--- src/rtl/alu_result_fifo_if.sv ---
// Handshake bundle between the ALU result producer, the result FIFO and the consumer.
// The master modport is the producer/consumer side; the slave modport is the FIFO itself.
interface alu_result_fifo_if #(
    parameter int DW = 4,
    parameter int CW = 3
);
    logic          IN_VALID;
    logic          IN_READY;
    logic [DW-1:0] RES;
    logic          Z_IN;
    logic          CF_IN;
    logic          RD_VALID;
    logic          RD_READY;
    logic [DW-1:0] RD_DATA;
    logic          RD_Z;
    logic          RD_CF;
    logic [CW-1:0] COUNT;
    logic          STICKY_CF;
    logic          CLR_STICKY;
    logic          OVF_ERR;

    modport master (
        output IN_VALID, RES, Z_IN, CF_IN, RD_READY, CLR_STICKY,
        input  IN_READY, RD_VALID, RD_DATA, RD_Z, RD_CF, COUNT, STICKY_CF, OVF_ERR
    );

    modport slave (
        input  IN_VALID, RES, Z_IN, CF_IN, RD_READY, CLR_STICKY,
        output IN_READY, RD_VALID, RD_DATA, RD_Z, RD_CF, COUNT, STICKY_CF, OVF_ERR
    );
endinterface

--- src/rtl/alu_result_fifo.sv ---
// First-word-fall-through FIFO for ALU result words and their Z/CF flags,
// with a sticky carry flag and a sticky overflow-error flag.
module alu_result_fifo #(
    parameter int DW    = 4,
    parameter int DEPTH = 4,
    parameter int CW    = 3
) (
    input  logic              CLK,
    input  logic              RST_N,
    alu_result_fifo_if.slave  bus
);
    localparam int AW = $clog2(DEPTH);

    typedef struct packed {
        logic [DW-1:0] res;
        logic          z;
        logic          cf;
    } entry_t;

    entry_t        mem_q [DEPTH];
    logic [AW-1:0] wr_ptr_q, wr_ptr_d;
    logic [AW-1:0] rd_ptr_q, rd_ptr_d;
    logic [CW-1:0] count_q, count_d;
    logic          sticky_q, sticky_d;
    logic          ovf_q, ovf_d;
    logic          push, pop;
    logic          in_ready, rd_valid;
    entry_t        head;

    // Handshake depends on registered occupancy only, never on IN_VALID/RD_READY.
    assign in_ready = (count_q != CW'(DEPTH));
    assign rd_valid = (count_q != '0);

    always_comb begin
        // NOTE: every always_comb output gets a default first so no latch can be inferred.
        push     = bus.IN_VALID & in_ready;
        pop      = rd_valid & bus.RD_READY;
        wr_ptr_d = wr_ptr_q;
        rd_ptr_d = rd_ptr_q;
        count_d  = count_q;
        if (push) wr_ptr_d = wr_ptr_q + 1'b1;
        if (pop)  rd_ptr_d = rd_ptr_q + 1'b1;
        unique case ({push, pop})
            2'b10:   count_d = count_q + 1'b1;
            2'b01:   count_d = count_q - 1'b1;
            default: count_d = count_q;
        endcase
        // Set has priority over clear.
        sticky_d = (push & bus.CF_IN) | (sticky_q & ~bus.CLR_STICKY);
        ovf_d    = ovf_q | (bus.IN_VALID & ~in_ready);
    end

    always_ff @(posedge CLK or negedge RST_N) begin
        // NOTE: state flops use non-blocking assignments so every flop samples pre-edge values.
        if (!RST_N) begin
            wr_ptr_q <= '0;
            rd_ptr_q <= '0;
            count_q  <= '0;
            sticky_q <= 1'b0;
            ovf_q    <= 1'b0;
        end else begin
            wr_ptr_q <= wr_ptr_d;
            rd_ptr_q <= rd_ptr_d;
            count_q  <= count_d;
            sticky_q <= sticky_d;
            ovf_q    <= ovf_d;
        end
    end

    // NOTE: storage is deliberately not reset; the head output is masked while empty.
    always_ff @(posedge CLK) begin
        if (push) mem_q[wr_ptr_q] <= '{res: bus.RES, z: bus.Z_IN, cf: bus.CF_IN};
    end

    always_comb begin
        head = '0;
        if (rd_valid) head = mem_q[rd_ptr_q];
    end

    assign bus.IN_READY  = in_ready;
    assign bus.RD_VALID  = rd_valid;
    assign bus.RD_DATA   = head.res;
    assign bus.RD_Z      = head.z;
    assign bus.RD_CF     = head.cf;
    assign bus.COUNT     = count_q;
    assign bus.STICKY_CF = sticky_q;
    assign bus.OVF_ERR   = ovf_q;
endmodule

--- src/flat_wrapper.sv ---
// flat-port wrapper written by rule: the top's interface ports become plain ports
module alu_result_fifo_flat 
#(
    parameter int DW    = 4,
    parameter int DEPTH = 4,
    parameter int CW    = 3
)
  (CLK, RST_N, bus_IN_VALID, bus_RES, bus_Z_IN, bus_CF_IN, bus_RD_READY, bus_CLR_STICKY, bus_IN_READY, bus_RD_VALID, bus_RD_DATA, bus_RD_Z, bus_RD_CF, bus_COUNT, bus_STICKY_CF, bus_OVF_ERR);
  alu_result_fifo_if #(.DW(DW), .CW(CW)) bus_i ();
  input  logic CLK;
  input  logic RST_N;
  input wire logic [$bits(bus_i.IN_VALID)-1:0] bus_IN_VALID;
  input wire logic [$bits(bus_i.RES)-1:0] bus_RES;
  input wire logic [$bits(bus_i.Z_IN)-1:0] bus_Z_IN;
  input wire logic [$bits(bus_i.CF_IN)-1:0] bus_CF_IN;
  input wire logic [$bits(bus_i.RD_READY)-1:0] bus_RD_READY;
  input wire logic [$bits(bus_i.CLR_STICKY)-1:0] bus_CLR_STICKY;
  output wire logic [$bits(bus_i.IN_READY)-1:0] bus_IN_READY;
  output wire logic [$bits(bus_i.RD_VALID)-1:0] bus_RD_VALID;
  output wire logic [$bits(bus_i.RD_DATA)-1:0] bus_RD_DATA;
  output wire logic [$bits(bus_i.RD_Z)-1:0] bus_RD_Z;
  output wire logic [$bits(bus_i.RD_CF)-1:0] bus_RD_CF;
  output wire logic [$bits(bus_i.COUNT)-1:0] bus_COUNT;
  output wire logic [$bits(bus_i.STICKY_CF)-1:0] bus_STICKY_CF;
  output wire logic [$bits(bus_i.OVF_ERR)-1:0] bus_OVF_ERR;
  assign bus_i.IN_VALID = bus_IN_VALID;
  assign bus_i.RES = bus_RES;
  assign bus_i.Z_IN = bus_Z_IN;
  assign bus_i.CF_IN = bus_CF_IN;
  assign bus_i.RD_READY = bus_RD_READY;
  assign bus_i.CLR_STICKY = bus_CLR_STICKY;
  assign bus_IN_READY = bus_i.IN_READY;
  assign bus_RD_VALID = bus_i.RD_VALID;
  assign bus_RD_DATA = bus_i.RD_DATA;
  assign bus_RD_Z = bus_i.RD_Z;
  assign bus_RD_CF = bus_i.RD_CF;
  assign bus_COUNT = bus_i.COUNT;
  assign bus_STICKY_CF = bus_i.STICKY_CF;
  assign bus_OVF_ERR = bus_i.OVF_ERR;
  alu_result_fifo #(.DW(DW), .DEPTH(DEPTH), .CW(CW)) u_core (.CLK(CLK), .RST_N(RST_N), .bus(bus_i));
endmodule
--- config.mk ---
export PLATFORM = sky130hd
export DESIGN_NAME = alu_result_fifo_flat
export DESIGN_NICKNAME = d
export VERILOG_FILES = /design/src/rtl/alu_result_fifo_if.sv /design/src/rtl/alu_result_fifo.sv /design/src/flat_wrapper.sv
export SDC_FILE = /design/constraint.sdc
export NUM_CORES = 1
export LEC_CHECK = 0
export CAP_MARGIN = 20
export CORE_MARGIN = 2
export CORE_UTILIZATION = 58
export CTS_BUF_LIST = sky130_fd_sc_hd__clkbuf_2
export CTS_CLUSTER_SIZE = 20
export DETAILED_ROUTE_END_ITERATION = 12
export GPL_ROUTABILITY_DRIVEN = 1
export GPL_TIMING_DRIVEN = 0
export PLACE_DENSITY = 0.86
export REMOVE_ABC_BUFFERS = 1
export SLEW_MARGIN = 40
export SYNTH_ARGS = -nofsm -noshare
export SYNTH_HDL_FRONTEND = slang
export SYNTH_SLANG_ARGS = --single-unit
export TNS_END_PERCENT = 100
--- constraint.sdc ---
create_clock -name CLK -period 3.85 [get_ports CLK]
set_input_delay 1.155 -clock CLK [delete_from_list [all_inputs] [get_ports CLK]]
set_output_delay 1.155 -clock CLK [all_outputs]
set_load 0.01 [all_outputs]
# == Word level (Yosys, flattened, before mapping) ==
# Memory sizes are Yosys's and may differ from the RTL's.
# Index checks and enable logic that the tools add are counted.
# word_totals
out_inout_bits,13
input_bits,11
regBits,9
mem_bits_ro,0
ram_bits,24
n_memories,1
wordCells,28
latch_bits,0
# memory_table
memory,words,word_bits,rd,rd_ports_with_merged_regs,write_ports,line,text
u_core.mem_q,4,6,1,0,1,alu_result_fifo.sv:20,entry_t mem_q [DEPTH];
# op_classes
muxes,4
div_mod_pow,0
shift,0
eq_ne,3
bitwise_logic,9
multipliers,0
magnitude_cmp,0
addsub,4
n_reduce_logical,2
# ops
op,n
2-to-1 mux 6 bit,1
one-hot mux 3 bit (2 select lines),1
bitwise AND 1 bit,5
"adder 2 x 1 -> 2 bit, second input constant",2
"adder 3 x 1 -> 3 bit, second input constant",1
"!= test 3 bit, second input constant",1
nonzero test 3 bit,1
"subtractor 3 x 1 -> 3 bit, second input constant",1
"equality test 2 x 1 -> 1 bit, second input constant",1
"equality test 2 bit, second input constant",1
2-to-1 mux 1 bit,2
NOT 1 bit,2
bitwise OR 1 bit,2
nonzero test 2 bit,1

# == Longest topological paths before layout ==
# Gate-level depths: netlist of the first run.
# depth
ltp_word,4
mapped_depth,10
depth_no_buf,9

# == Worst setup path before layout of the first run ==
# No wires, ideal clock.
# synth_path
path_kind,input -> register
startpoint,input bus_IN_VALID
endpoint,"register u_core.count_q[2], in the netlist u_core.bus.COUNT[2]"
required_ns,3.771
cell_stages,9
arrival_time_ns,2.415
path_buffers,1
setup_slack_ns,1.356
setup_time_ns,0.079
cell_sequence,nor2b_1 buf_2 inv_1 ha_1 inv_1 fa_1 xor2_1 nor2_1 xor2_1
# synth_via
elab_chain_len,3
word_cells_on_any_way,5
classes_between,2 x eq/ne; 1 x mux; 1 x bitwise; 1 x reduce/logical
# synth_lines
element,line,text
from (decl),flat_wrapper.sv:12,input wire logic [$bits(bus_i.IN_VALID)-1:0] bus_IN_VALID;
bitwise AND 1 bit (*),alu_result_fifo.sv:36,push = bus.IN_VALID & in_ready;
equality test 2 x 1 -> 1 bit / equality test 2 bit (equally long branches),alu_result_fifo.sv:43,"unique case ({push, pop})"
one-hot mux 3 bit (2 select lines) / nonzero test 2 bit (equally long branches),--,
to (signal assigned),alu_result_fifo.sv:64,count_q <= count_d;
to (decl),alu_result_fifo.sv:23,"logic [CW-1:0] count_q, count_d;"
# Mark *: on every way between the ends. The rest lies on a longest branch, timed or not.
# A chain may end at the register's enable or synchronous reset.

# == Worst setup path after layout of the first run ==
# layout_path
startpoint,register u_core.rd_ptr_q[0]
endpoint,output bus_RD_DATA[1]
# layout_via
elab_chain_len,2
# layout_lines
element,line,text
from (decl),alu_result_fifo.sv:22,"logic [AW-1:0] rd_ptr_q, rd_ptr_d;"
from (signal assigned),alu_result_fifo.sv:63,rd_ptr_q <= rd_ptr_d;
memory read (4 x 6 bit),--,
2-to-1 mux 6 bit,alu_result_fifo.sv:77,if (rd_valid) head = mem_q[rd_ptr_q];
to (decl),flat_wrapper.sv:20,output wire logic [$bits(bus_i.RD_DATA)-1:0] bus_RD_DATA;
# Every way passes these cells.

==> impl_metrics.csv, run 1 <==
group,metric,value,unit
die,rows,17,
worst_hold_path,holdCritStartpoint,"u_core.bus.OVF_ERR",
clocking,holdBufCountCts,0,
worst_setup_path,worstPathCellList,"mux4_2 -> and2_2 -> clkdlybuf4s50_1",
die,die_area,2860,µm²
worst_setup_path,crit_path_top_delay_cell,"dfrtp_1",
cells_and_area,final_cell_count_no_fill,139,
yosys,netlist_top_cells_count,"edfxtp_1, dfrtp_1, inv_1",
routing,ant_nets,0,
yosys,yosys.area.top_type,"edfxtp_1",
cells_and_area,area_growth,19.5,%
yosys,syn_area_per_cell,16.9,µm²
global_routing,grt_pass1_vias,761,
clocking,h-tree-depth,2,
timing,rsz0062_at_grt,"false",
die,dieHeight,53.5,µm
cells_and_area,n_fill_cell,136,
yosys,syn_inst,84,
yosys,netlist_area,1420,µm²
timing,setup_tns,0,ns
timing,finalCritPeriodShare,88.6,%
routing,viasPerCell,5.37,
clocking,clkTransAtPathRegs,0.15,ns
placed_design,placed_cells,131,
worst_setup_path,r2r-end,"u_core.bus.COUNT[2]",
global_routing,antenna_found_initial,0,
yosys,synth_edf_count,24,
routing,drc,0,
die,start_util,62.5,%
status,status,"finished, final reports clean",
global_routing,grt.overflow.total,0,
timing,fmax,293,MHz
yosys,synth-seq-cells,33,
yosys,yosys_warnings,0,
clocking,cts_tree,"yes",
yosys,yosys-top-cells-area,"edfxtp_1, dfrtp_1, mux4_2, ha_1, and2_2",
worst_setup_path,critPathArrivalTime,2.26,ns
worst_hold_path,whs_path_depth,1,
worst_hold_path,hp-class,"reg2reg",
yosys,yosys.area.top_type_share,50.7,%
placed_design,io_buffer_count,23,
worst_setup_path,endpoint_kind,"output port",
timing,fin_skew,0.00627,ns
cells_and_area,fin_nets,127,
clocking,clk_latency,0.36,ns
clocking,cts_buffer_depth,2,
worst_setup_path,cpPeakStageDelay,0.67,ns
worst_setup_path,start_kind,"flop",
timing,whs,0.483,ns
die,die_w,53.5,µm
routing,wl_per_cell,16.3,µm
timing,setup-violations-final,0,
timing,max_slew_margin,64.5,%
timing,fin_crit,3.41,ns
cells_and_area,drive_above_1_share,19.8,%
yosys,synth.distinct_cells,25,
routing,firstDrtPassIters,3,
power,vdd_drop_max,0.516,mV
yosys,ys.flop_type,"edfxtp_1",
placed_design,dp_hpwl,1.62,mm
yosys,synth-async-reset-ratio,27.3,%
global_routing,grt_pass1_wl,3.62,mm
run,cap_viol_max_count,0,
power,power_density,738,nW/µm²
clocking,ctsResizeCount,0,
timing,maxSlewViolCount,0,
worst_hold_path,holdPathEnd,"u_core.bus.OVF_ERR",
worst_setup_path,cp.required,2.69,ns
cells_and_area,antennaDiodeCount,0,
die,core_area,2280,µm²
die,ios,24,
worst_setup_path,path_class,"reg2out",
clocking,clock-root-buffer,"clkbuf_2",
timing,hold_viol,0,
placed_design,place_congestion,0.650,
routing,num_vias,747,
yosys,ys_seq_area_share,66.5,%
clocking,cts.sinks,33,
clocking,numCtsBuffers,5,
routing,routed_wirelength,2.27,mm
global_routing,grtUsageTotal,20.9,%
worst_setup_path,r2r_slack,1.60,ns
power,p_leak,0.000646,µW
global_routing,grt_max_degree,10,
worst_setup_path,worstPathMaxFanout,8,
timing,worst_pin_slew,0.531,ns
yosys,synth_most_common_cell,"edfxtp_1",
routing,drt_iter0_drc,11,
worst_setup_path,r2r-start,"u_core.bus.COUNT[0]",
worst_setup_path,rr_worst_depth,8,
clocking,cts_setup_buffers,0,
state kept, by name, indices dropped and copies added (netlist names):
| signal | count |
|---|---|
| u_core.bus.COUNT | 3 |
| u_core.wr_ptr_q | 2 |
| u_core.bus.OVF_ERR | 1 |
| u_core.mem_q | 24 |
| u_core.rd_ptr_q | 2 |
| u_core.bus.STICKY_CF | 1 |
power breakdown:
part	leakage (µW)	internal [µW]	switching (µW)
Clock	0.0000332	53.6	103
Sequential	0.000323	482	83.3
Combinational	0.000289	316	217
worst max path at each step:
stage                       start                  end  slack [ns]  depth (start not counted)
3_3_place_gp         bus_IN_VALID  u_core.bus.COUNT[2]        0.80                          9
4_1_cts        u_core.rd_ptr_q[0]       bus_RD_DATA[1]        0.38                          3
2_1_floorplan  u_core.rd_ptr_q[0]            bus_RD_CF        1.41                          2
3_5_place_dp         bus_IN_VALID  u_core.bus.COUNT[2]        0.62                          9
6_report       u_core.rd_ptr_q[0]       bus_RD_DATA[1]        0.44                          3
5_1_grt        u_core.rd_ptr_q[0]       bus_RD_DATA[1]        0.28                          3
cell families (layout without fill, tap and decap cells):
| group | after synthesis | after routing | synth area share, % |
|---|---|---|---|
| AOI/OAI and AO/OA | 3 | 3 | 1.50 |
| xor gates and xnor gates | 6 | 6 | 3.69 |
| adders and majority gates | 6 | 6 | 5.80 |
| buffers and inverters | 12 | 39 | 4.05 |
| DFF | 33 | 33 | 66.5 |
| muxes | 7 | 7 | 10.3 |
| and+or+nand+nor | 17 | 17 | 8.18 |
layer usage:
layer	part of all wire, %	vias up	track usage, %
met4	1.7	0	10.3
met2	54	21	34.2
met3	5.1	4	9.32
li1	-	350	-
met1	39	372	23.1
met5	0	-	0
stage by stage:
stage	power, µW	setup WS (ns)	cell area, µm²	util [%]
6_report	1260	0.439	1700	74.7
5_1_grt	1350	0.279	1700	74.7
4_1_cts	1270	0.383	1700	74.7
2_1_floorplan	866	1.41	1400	-
3_5_place_dp	1120	0.618	1660	73.0
3_3_place_gp	1080	0.799	1660	73.0
critical path, delay by kind of cell, from the launching register on:
kind,cells,cell delay (ns)
buffers and inverters,1,0.47
DFF,1,0.67
and+or+nand+nor,1,0.20
muxes,1,0.57
final cells by class:
class                   count  area (µm²)  share of cell area, %
flip-flops and latches     33         946                   55.6
repair buffers             23         230                   13.5
inverters                   8        30.0                   1.77
clock buffers               8        40.0                   2.35
multi-input cells          39         419                   24.7
well taps                  28        35.0                   2.06
cell usage in the layout, fill, tap and decap left out, drive strengths merged:
cell and count:
a21o 1, a22o 1, and2 11, clkbuf 8, clkdlybuf4s50 23, dfrtp 9
edfxtp 24, fa 1, ha 5, inv 8, mux2 1, mux4 6
nand2 1, nand3 1, nor2 1, nor2b 1, nor3b 1, o21ai 1
or3 1, xnor2 3, xor2 3
Note: power is estimated with default switching activity, not from simulation.
==> inputs of run 2 (changes only) <==
--- a/config.mk
+++ b/config.mk
@@ -19,4 +19,4 @@
 export SYNTH_ARGS = -nofsm -noshare
 export SYNTH_HDL_FRONTEND = slang
 export SYNTH_SLANG_ARGS = --single-unit
-export TNS_END_PERCENT = 100
+export TNS_END_PERCENT = 1
==> results of run 2 <==
Same layout as run 1: the final DEF is identical, and so are final timing and power.
